--- src/rtl/rgb_burst_packer.sv ---
// rgb_burst_packer: frames each 24-bit pixel burst from the FIFO read-out
// stage into 32-bit packet words (header, LSB-first packed payload, trailer)
// and buffers them in a first-word-fall-through FIFO feeding a valid/ready
// link interface. The pixel input has no backpressure, so words that find the
// FIFO full are dropped and flagged on the sticky overflow_err.
// Build option: define RGB_PACK_CHECKSUM_EN to append an XOR-of-payload
// checksum word after the trailer (the checksum then carries tx_last).
module rgb_burst_packer #(
  parameter int          FIFO_DEPTH = 128,
  parameter logic [15:0] HDR_TAG    = 16'hA5A5,
  parameter logic [7:0]  TRL_TAG    = 8'h5A,
  parameter int          END_HOLD   = 4
) (
  input  logic        clk_200MHz,
  input  logic        reset,
  input  logic [23:0] RGB_data,
  input  logic        valid_RGB_data,
  input  logic        flag_RGB_data,
  output logic [31:0] tx_data,
  output logic        tx_valid,
  output logic        tx_last,
  input  logic        tx_ready,
  output logic        overflow_err,
  output logic [7:0]  drop_cnt
);

  localparam int AW = $clog2(FIFO_DEPTH);
  localparam int HW = $clog2(END_HOLD + 1);

`ifdef RGB_PACK_CHECKSUM_EN
  typedef enum logic [2:0] {IDLE, BURST, FLUSH, TRL, CHK} state_t;
`else
  typedef enum logic [1:0] {IDLE, BURST, FLUSH, TRL} state_t;
`endif

  state_t          state;
  logic            flag_p0;
  logic            rearm;
  logic [HW-1:0]   hold_cnt;
  logic [1:0]      grp;
  logic [15:0]     pix_cnt;
  logic [7:0]      burst_id;
  logic [23:0]     pix_p0;
  logic [31:0]     word_p0;
  logic            vld_p0;

  logic            start;
  logic            pix_acc;
  logic            push_en;
  logic [31:0]     push_word;
  logic            push_last;

  logic [32:0]     mem [FIFO_DEPTH];
  logic [AW-1:0]   wr_ptr;
  logic [AW-1:0]   rd_ptr;
  logic [AW:0]     count;
  logic            full;
  logic            pop;
  logic            wr;
  logic [32:0]     head;

  // Within a group of four pixels the bit stream is LSB-first, so a word is
  // always completed by the current pixel plus leftover bits of the previous
  // one; only that previous pixel ever needs to be held.
  function automatic logic [31:0] pack_word(input logic [1:0] g,
                                            input logic [23:0] prev,
                                            input logic [23:0] px);
    case (g)
      2'd1:    return {px[7:0], prev};
      2'd2:    return {px[15:0], prev[23:8]};
      2'd3:    return {px, prev[23:16]};
      default: return 32'h0;
    endcase
  endfunction

  // Leftover bits of an incomplete group, zero-padded towards the MSB.
  function automatic logic [31:0] tail_word(input logic [1:0] g,
                                            input logic [23:0] prev);
    case (g)
      2'd1:    return {8'h00, prev};
      2'd2:    return {16'h0000, prev[23:8]};
      2'd3:    return {24'h000000, prev[23:16]};
      default: return 32'h0;
    endcase
  endfunction

  function automatic logic [7:0] sat_inc8(input logic [7:0] v);
    return (v == 8'hFF) ? v : v + 8'd1;
  endfunction

  assign pix_acc = (state == BURST) && valid_RGB_data;
  // A flag already high on the first IDLE cycle after a packet rose during
  // the flush/trailer phase and counts as a fresh edge.
  assign start   = (state == IDLE) && flag_RGB_data && (!flag_p0 || rearm);

  // Packet framing FSM with burst counters and the idle drop counter
  always_ff @(posedge clk_200MHz) begin
    flag_p0 <= flag_RGB_data;
    if (reset) begin
      state    <= IDLE;
      rearm    <= 1'b0;
      hold_cnt <= '0;
      grp      <= 2'd0;
      pix_cnt  <= 16'd0;
      burst_id <= 8'd0;
      vld_p0   <= 1'b0;
      drop_cnt <= 8'd0;
    end else begin
      vld_p0 <= pix_acc && (grp != 2'd0);
      rearm  <= 1'b0;
      case (state)
        IDLE: begin
          if (valid_RGB_data) drop_cnt <= sat_inc8(drop_cnt);
          if (start) begin
            state    <= BURST;
            hold_cnt <= '0;
          end
        end
        BURST: begin
          if (valid_RGB_data) begin
            grp     <= grp + 2'd1;
            pix_cnt <= pix_cnt + 16'd1;
          end
          if (flag_RGB_data) begin
            hold_cnt <= '0;
          end else if (hold_cnt == HW'(END_HOLD - 1)) begin
            hold_cnt <= '0;
            state    <= FLUSH;
          end else begin
            hold_cnt <= hold_cnt + 1'b1;
          end
        end
        // wait for a word still staged from the final pixel before the tail
        FLUSH: if (!vld_p0) state <= TRL;
        TRL: begin
          burst_id <= burst_id + 8'd1;
          pix_cnt  <= 16'd0;
          grp      <= 2'd0;
`ifdef RGB_PACK_CHECKSUM_EN
          state    <= CHK;
`else
          state    <= IDLE;
          rearm    <= 1'b1;
`endif
        end
`ifdef RGB_PACK_CHECKSUM_EN
        CHK: begin
          state <= IDLE;
          rearm <= 1'b1;
        end
`endif
        default: state <= IDLE;
      endcase
    end
  end

  // Pixel stage: keep the previous pixel and stage each completed word
  always_ff @(posedge clk_200MHz) begin
    if (pix_acc) begin
      pix_p0  <= RGB_data;
      word_p0 <= pack_word(grp, pix_p0, RGB_data);
    end
  end

`ifdef RGB_PACK_CHECKSUM_EN
  logic [31:0] chk;
  logic        payload_push;
  assign payload_push = vld_p0 || ((state == FLUSH) && (grp != 2'd0));

  // Running XOR of every payload word, restarted by each header
  always_ff @(posedge clk_200MHz) begin
    if (start) chk <= 32'h0;
    else if (payload_push) chk <= chk ^ push_word;
  end
`endif

  // Word source for the FIFO; staged payload words never collide with the
  // FSM-generated header/tail/trailer words
  always_comb begin
    push_en   = 1'b0;
    push_word = 32'h0;
    push_last = 1'b0;
    if (vld_p0) begin
      push_en   = 1'b1;
      push_word = word_p0;
    end else begin
      case (state)
        IDLE: if (start) begin
          push_en   = 1'b1;
          push_word = {HDR_TAG, burst_id, 8'h00};
        end
        FLUSH: if (grp != 2'd0) begin
          push_en   = 1'b1;
          push_word = tail_word(grp, pix_p0);
        end
        TRL: begin
          push_en   = 1'b1;
          push_word = {TRL_TAG, burst_id, pix_cnt};
`ifdef RGB_PACK_CHECKSUM_EN
          push_last = 1'b0;
`else
          push_last = 1'b1;
`endif
        end
`ifdef RGB_PACK_CHECKSUM_EN
        CHK: begin
          push_en   = 1'b1;
          push_word = chk;
          push_last = 1'b1;
        end
`endif
        default: ;
      endcase
    end
  end

  assign full     = (count == (AW + 1)'(FIFO_DEPTH));
  assign tx_valid = (count != '0);
  assign pop      = tx_valid && tx_ready;
  assign wr       = push_en && (!full || pop);
  assign head     = mem[rd_ptr];
  assign tx_data  = tx_valid ? head[31:0] : 32'h0;
  assign tx_last  = tx_valid && head[32];

  // FIFO storage
  always_ff @(posedge clk_200MHz) begin
    if (wr) mem[wr_ptr] <= {push_last, push_word};
  end

  // FIFO pointers, occupancy and sticky overflow
  always_ff @(posedge clk_200MHz) begin
    if (reset) begin
      wr_ptr       <= '0;
      rd_ptr       <= '0;
      count        <= '0;
      overflow_err <= 1'b0;
    end else begin
      if (wr)  wr_ptr <= wr_ptr + 1'b1;
      if (pop) rd_ptr <= rd_ptr + 1'b1;
      case ({wr, pop})
        2'b10:   count <= count + 1'b1;
        2'b01:   count <= count - 1'b1;
        default: count <= count;
      endcase
      if (push_en && full && !pop) overflow_err <= 1'b1;
    end
  end

endmodule

--- config.mk ---
export PLATFORM = sky130hd
export DESIGN_NAME = rgb_burst_packer
export DESIGN_NICKNAME = d
export VERILOG_FILES = /design/src/rtl/rgb_burst_packer.sv
export SDC_FILE = /design/constraint.sdc
export NUM_CORES = 2
export LEC_CHECK = 0
export CAP_MARGIN = 5
export CORE_MARGIN = 2
export CORE_UTILIZATION = 25
export CTS_CLUSTER_SIZE = 40
export DETAILED_ROUTE_END_ITERATION = 10
export GPL_ROUTABILITY_DRIVEN = 0
export PLACE_DENSITY = 0.36
export SLEW_MARGIN = 10
export SYNTH_ARGS = -nofsm -noshare
export SYNTH_HDL_FRONTEND = slang
export SYNTH_MEMORY_MAX_BITS = 65536
export SYNTH_SLANG_ARGS = --single-unit
--- constraint.sdc ---
create_clock -name clk_200MHz -period 10.53 [get_ports clk_200MHz]
set_clock_uncertainty 0.05 [all_clocks]
set_input_delay 1.053 -clock clk_200MHz [delete_from_list [all_inputs] [get_ports clk_200MHz]]
set_output_delay 1.053 -clock clk_200MHz [all_outputs]
set_load 0.05 [all_outputs]
# Yosys cells after proc, flatten, opt, wreduce, memory -nomap -nowiden
# Memory sizes are Yosys's and may differ from the RTL's. A register that Yosys moved wholly into a read port is not among the register bits.
# Index checks and enable logic that the tools add are counted.
# Widths: inputs -> output; s select.
# op_classes
add_sub_neg	9
n_mul	0
div	0
order_cmp	0
eq_ne	16
n_shift	0
n_mux	31
n_bitwise	1
reduce_logical	24
# op_table
cell	n
$pmux 32 s3	2
$mux 32	3
$pmux 24 s3	1
$pmux 16 s2	1
$add 8x1->8 const B	3
$mux 24	1
$add 16x1->16 const B	1
$eq 8x8->1 const B	2
$mux 16	1
$pmux 8 s2	1
$add 7x1->7 const B	2
$mux 7	2
$eq 2x2->1 const B	5
$mux 2	5
$logic_and 1x1->1	9
$mux 3	3
$ne 2x2->1 const B	4
$pmux 2 s4	1
$reduce_bool 2->1	4
$reduce_bool 8->1	1
$sub 8x1->8 const B	1
$mux 1	7
$eq 2x1->1 const B	3
$pmux 3 s2	1
other kinds (13)	17
# word_totals
reg_bits	121
latch_bits	0
ram_bits	4224
romBits	0
in_bits	29
out_inout_bits	43
word_cells	97
mem_count	1
# mem_list
name	depth	word_bits	read_ports	rd_clocked_by_memory_dff	wr	line	text
mem	128	33	1	1	1	53	logic [32:0] mem [FIFO_DEPTH];

# Depth between registers and ports, before layout
# depth
depth_word	9
mapped_depth	16
mapped_depth_nobuf	14

# Worst setup path before layout
# Ideal clock, no wire load.
# synth_path
path_kind	input-to-reg
from	input port flag_RGB_data
to	memory mem[0][10] (data pin)
setup_ps	1197
t_arrival_ps	6750
slack_ps	2533
cell_stages	5
path_buffers	1
cell_sequence	nand2_1 -> nor2_1 -> clkbuf_1 -> a221oi_1 -> o21ai_0
# synth_between
elab_chain_len	5
# synth_lines
element	line	text
start: declaration	18	input logic flag_RGB_data,
$logic_and 1x1->1 (2 in a row)	94	assign start = (state == IDLE) && flag_RGB_data && (!flag_p0 || rearm);
$mux 32	188	IDLE: if (start) begin
$pmux 32 s3	187	case (state)
$mux 32	183	if (vld_p0) begin
named net push_word[10]	50	logic [31:0] push_word;
end: declaration	53	
# The timed path passes the listed nets, and every way through them passes these cells.

==> flow_metrics.tcl <==
set metrics [dict create \
    drcViolationCount 0 \
    dp_hpwl_mm 322 \
    p_seq_share_pct 45.0 \
    num_io_pins 72 \
    cts_tree "done" \
    fillCellCount 65100 \
    reg2reg_to "mem[69][7]" \
    cp-start-kind "register" \
    grt_pass1_vias 86300 \
    max-slew-margin-rel_pct 9.32 \
    clk_pin_slew_ps 60 \
    p_leak_nw 55.7 \
    worst_pin_slew_ps 1360 \
    ys_seq_area_share_pct 77.8 \
    min_from "hold_cnt[2]" \
    grt_max_degree 129 \
    die-area_sq_um 675000 \
    grtUsageTotal_pct 16.1 \
    postSynth.asyncResetShare_pct 0 \
    rsz0062_at_grt "no" \
    cts-htree-levels 6 \
    hold_class "register to register" \
    timing.rr.start "state[0]" \
    intPower_mw 31.5 \
    total_power_mw 43.1 \
    hold-path-cell-count 1 \
    cts_setup_buffers 0 \
    drtIter0Drc 8340 \
    synthTopCellsByArea "edfxtp_1 (77%), mux4_2 (11%), mux2i_1 (2.4%)" \
    grt_overflow 0 \
    peakVddDrop_mv 0.236 \
    io_buffers 71 \
    ff2ff_setup_slack_ps 5470 \
    cts_sinks 4352 \
    core_sq_um 667000 \
    clock-root-buffer "clkbuf_16" \
    grt_pass1_wl_mm 760 \
    crit_required_ps 9430 \
    power_frac_comb_pct 15.5 \
    min_to "hold_cnt[2]" \
    nets 8425 \
    cts_hold_buffers 0 \
    die_x_microns 822 \
    cp_max_fo 56 \
    synthCells 7925 \
    dr.pass1.iters 6 \
    p_sw_share_pct 26.9 \
    clock_latency_ps 1060 \
    vias_per_cell 4.70 \
    syn_area_sq_um 167000 \
    ys_types 67 \
    clk_path_buf_depth 4 \
    status "completed" \
    period_minus_slack_ps 8270 \
    synth_top_area_share_pct 76.9 \
    max_freq_ghz 0.121 \
    die_h_microns 822 \
    powerDensity_nw_per_um2 219 \
    ant_nets 0 \
    setup_viol 0 \
    crit_type "register to output port" \
    p_clk_share_pct 39.5 \
    ys_ff_latch 4352 \
    vias 83200 \
    antenna_found_initial 69 \
    p_sw_mw 11.6 \
    cp_data_arrival_time_ps 7170 \
    reg2reg_depth 10 \
    period_share_pct 78.5 \
    wl_mm 559 \
    synth_edf_count 4280 \
    yosysTopAreaCell "edfxtp_1" \
    initial_core_util_pct 25.1 \
    hold-worst-slack_ps 416 \
    cap_viol_max_count 0 \
    cts_buffers 520 \
    final_hold_viol_count 0 \
    drive_gt1_share_pct 25.5 \
    syn_area_per_cell_sq_um 21.1 \
    ys.flop_type "edfxtp_1" \
    ctsResizeCount 0 \
    finalSetupTns_ps 0 \
    slew_viol_final 0 \
    wl_per_cell_microns 31.5 \
    syn_to_final_growth_pct 17.8 \
    worstSetupEndpointType "output port" \
    synth_nets 7975 \
    ys_warn_count 0 \
    num_rows 300 \
]
## flip-flops by register name, indices dropped and copies added (netlist names), named ones only
name,cells
rd_ptr,7
drop_cnt,8
hold_cnt,3
word_p0,32
count,8
pix_p0,24
vld_p0,1
grp,2
mem,4224
pix_cnt,16
overflow_err,1
wr_ptr,7
rearm,1
state,2
burst_id,8
flag_p0,1
## worst max-delay path: stages (launching register included)
cell and delay [ps]:
dfxtp_4 810, buf_4 900, buf_4 880, mux2i_1 180, o22ai_1 520, a211oi_1 110, o21ai_0 410, nand4_1 800
o21ai_1 450, clkdlybuf4s50_1 880
## synth_stat cells, types with 65 or more instances
master / count
nand4_1: 76
nor2_1: 221
o21ai_0: 136
a221o_1: 65
a221oi_1: 79
o22ai_1: 133
mux2i_1: 404
dfxtp_1: 72
a21oi_1: 99
clkbuf_1: 187
o21ai_1: 66
mux2_2: 202
a211oi_1: 100
nand2_1: 250
mux4_2: 825
edfxtp_1: 4280
a22oi_1: 154
buf_2: 177
## layout make-up
type	count	area [sq um]	share of cell area, %
repair buffers	397	3430	1.74
flip-flops and latches	4352	130000	66.0
inverters	21	96.3	0.0489
well taps	8909	11100	5.66
clock buffers	654	13700	6.97
clock inverters	260	2210	1.12
multi-input cells	3083	36200	18.4
diodes	52	130	0.0661
## metrics by stage
step	util, %	instances	setup WS [ps]	instance area [sq um]
floorplan	-	7925	2530	167000
finish	29.5	17700	2260	197000
global route	29.5	17700	2180	197000
CTS	29.5	17700	1960	197000
global placement	27.1	16800	3180	181000
detailed placement	27.1	16800	3150	181000
## per-layer routing
| layer | wire length (microns) | vias to the layer above | share of wire, % | GRT usage [%] |
|---|---|---|---|---|
| li1 | - | 34300 | - | - |
| met1 | 259000 | 46100 | 46 | 23.3 |
| met2 | 263000 | 2248 | 47 | 25.8 |
| met3 | 25800 | 549 | 4.6 | 1.93 |
| met4 | 11500 | 0 | 2.1 | 3.78 |
| met5 | 0 | - | 0 | 0 |
## kinds of logic (layout without fill, tap and decap cells)
| kind of cell | after synthesis | in the layout | synth area share (%) |
|---|---|---|---|
| buffers and inverters | 490 | 1332 | 1.45 |
| adders and majority gates | 21 | 21 | 0.162 |
| xor gates and xnor gates | 30 | 30 | 0.157 |
| muxes | 1432 | 1432 | 14.9 |
| other | 0 | 52 | 0 |
| AOI/OAI and AO/OA | 906 | 906 | 3.70 |
| DFF | 4352 | 4352 | 77.8 |
| and+or+nand+nor | 694 | 694 | 1.87 |
## power by group through the flow
stage                     clock network, mW  logic, mW  registers, mW
after detailed placement                  0       6.90           19.7
after CTS                              17.5       6.91           19.4
final                                  17.0       6.69           19.4
after global placement                    0       6.89           19.7
after global routing                   18.1       7.11           19.4
after floorplan                           0       4.44           19.7
## worst max-delay path by stage
stage	startpoint	cells after the start	slack [ps]	to
floorplan	flag_RGB_data	5	2530	mem[0][10]
global placement	register	9	3180	tx_data[3]
detailed placement	register	9	3150	tx_data[3]
CTS	register	9	1960	tx_data[3]
global route	register	9	2180	tx_data[3]
finish	register	9	2260	tx_data[3]
## placed cells by master (no fill, tap or decap), drive strengths merged, types with 133 or more instances in the layout
cell and count:
o21ai 202, o22ai 133, buf 327, clkinv 209, edfxtp 4280, mux2i 404, nor2 221, clkbuf 654
nand2 251, mux4 825, a22oi 154, mux2 203
Note: power is estimated with default switching activity, not from simulation.
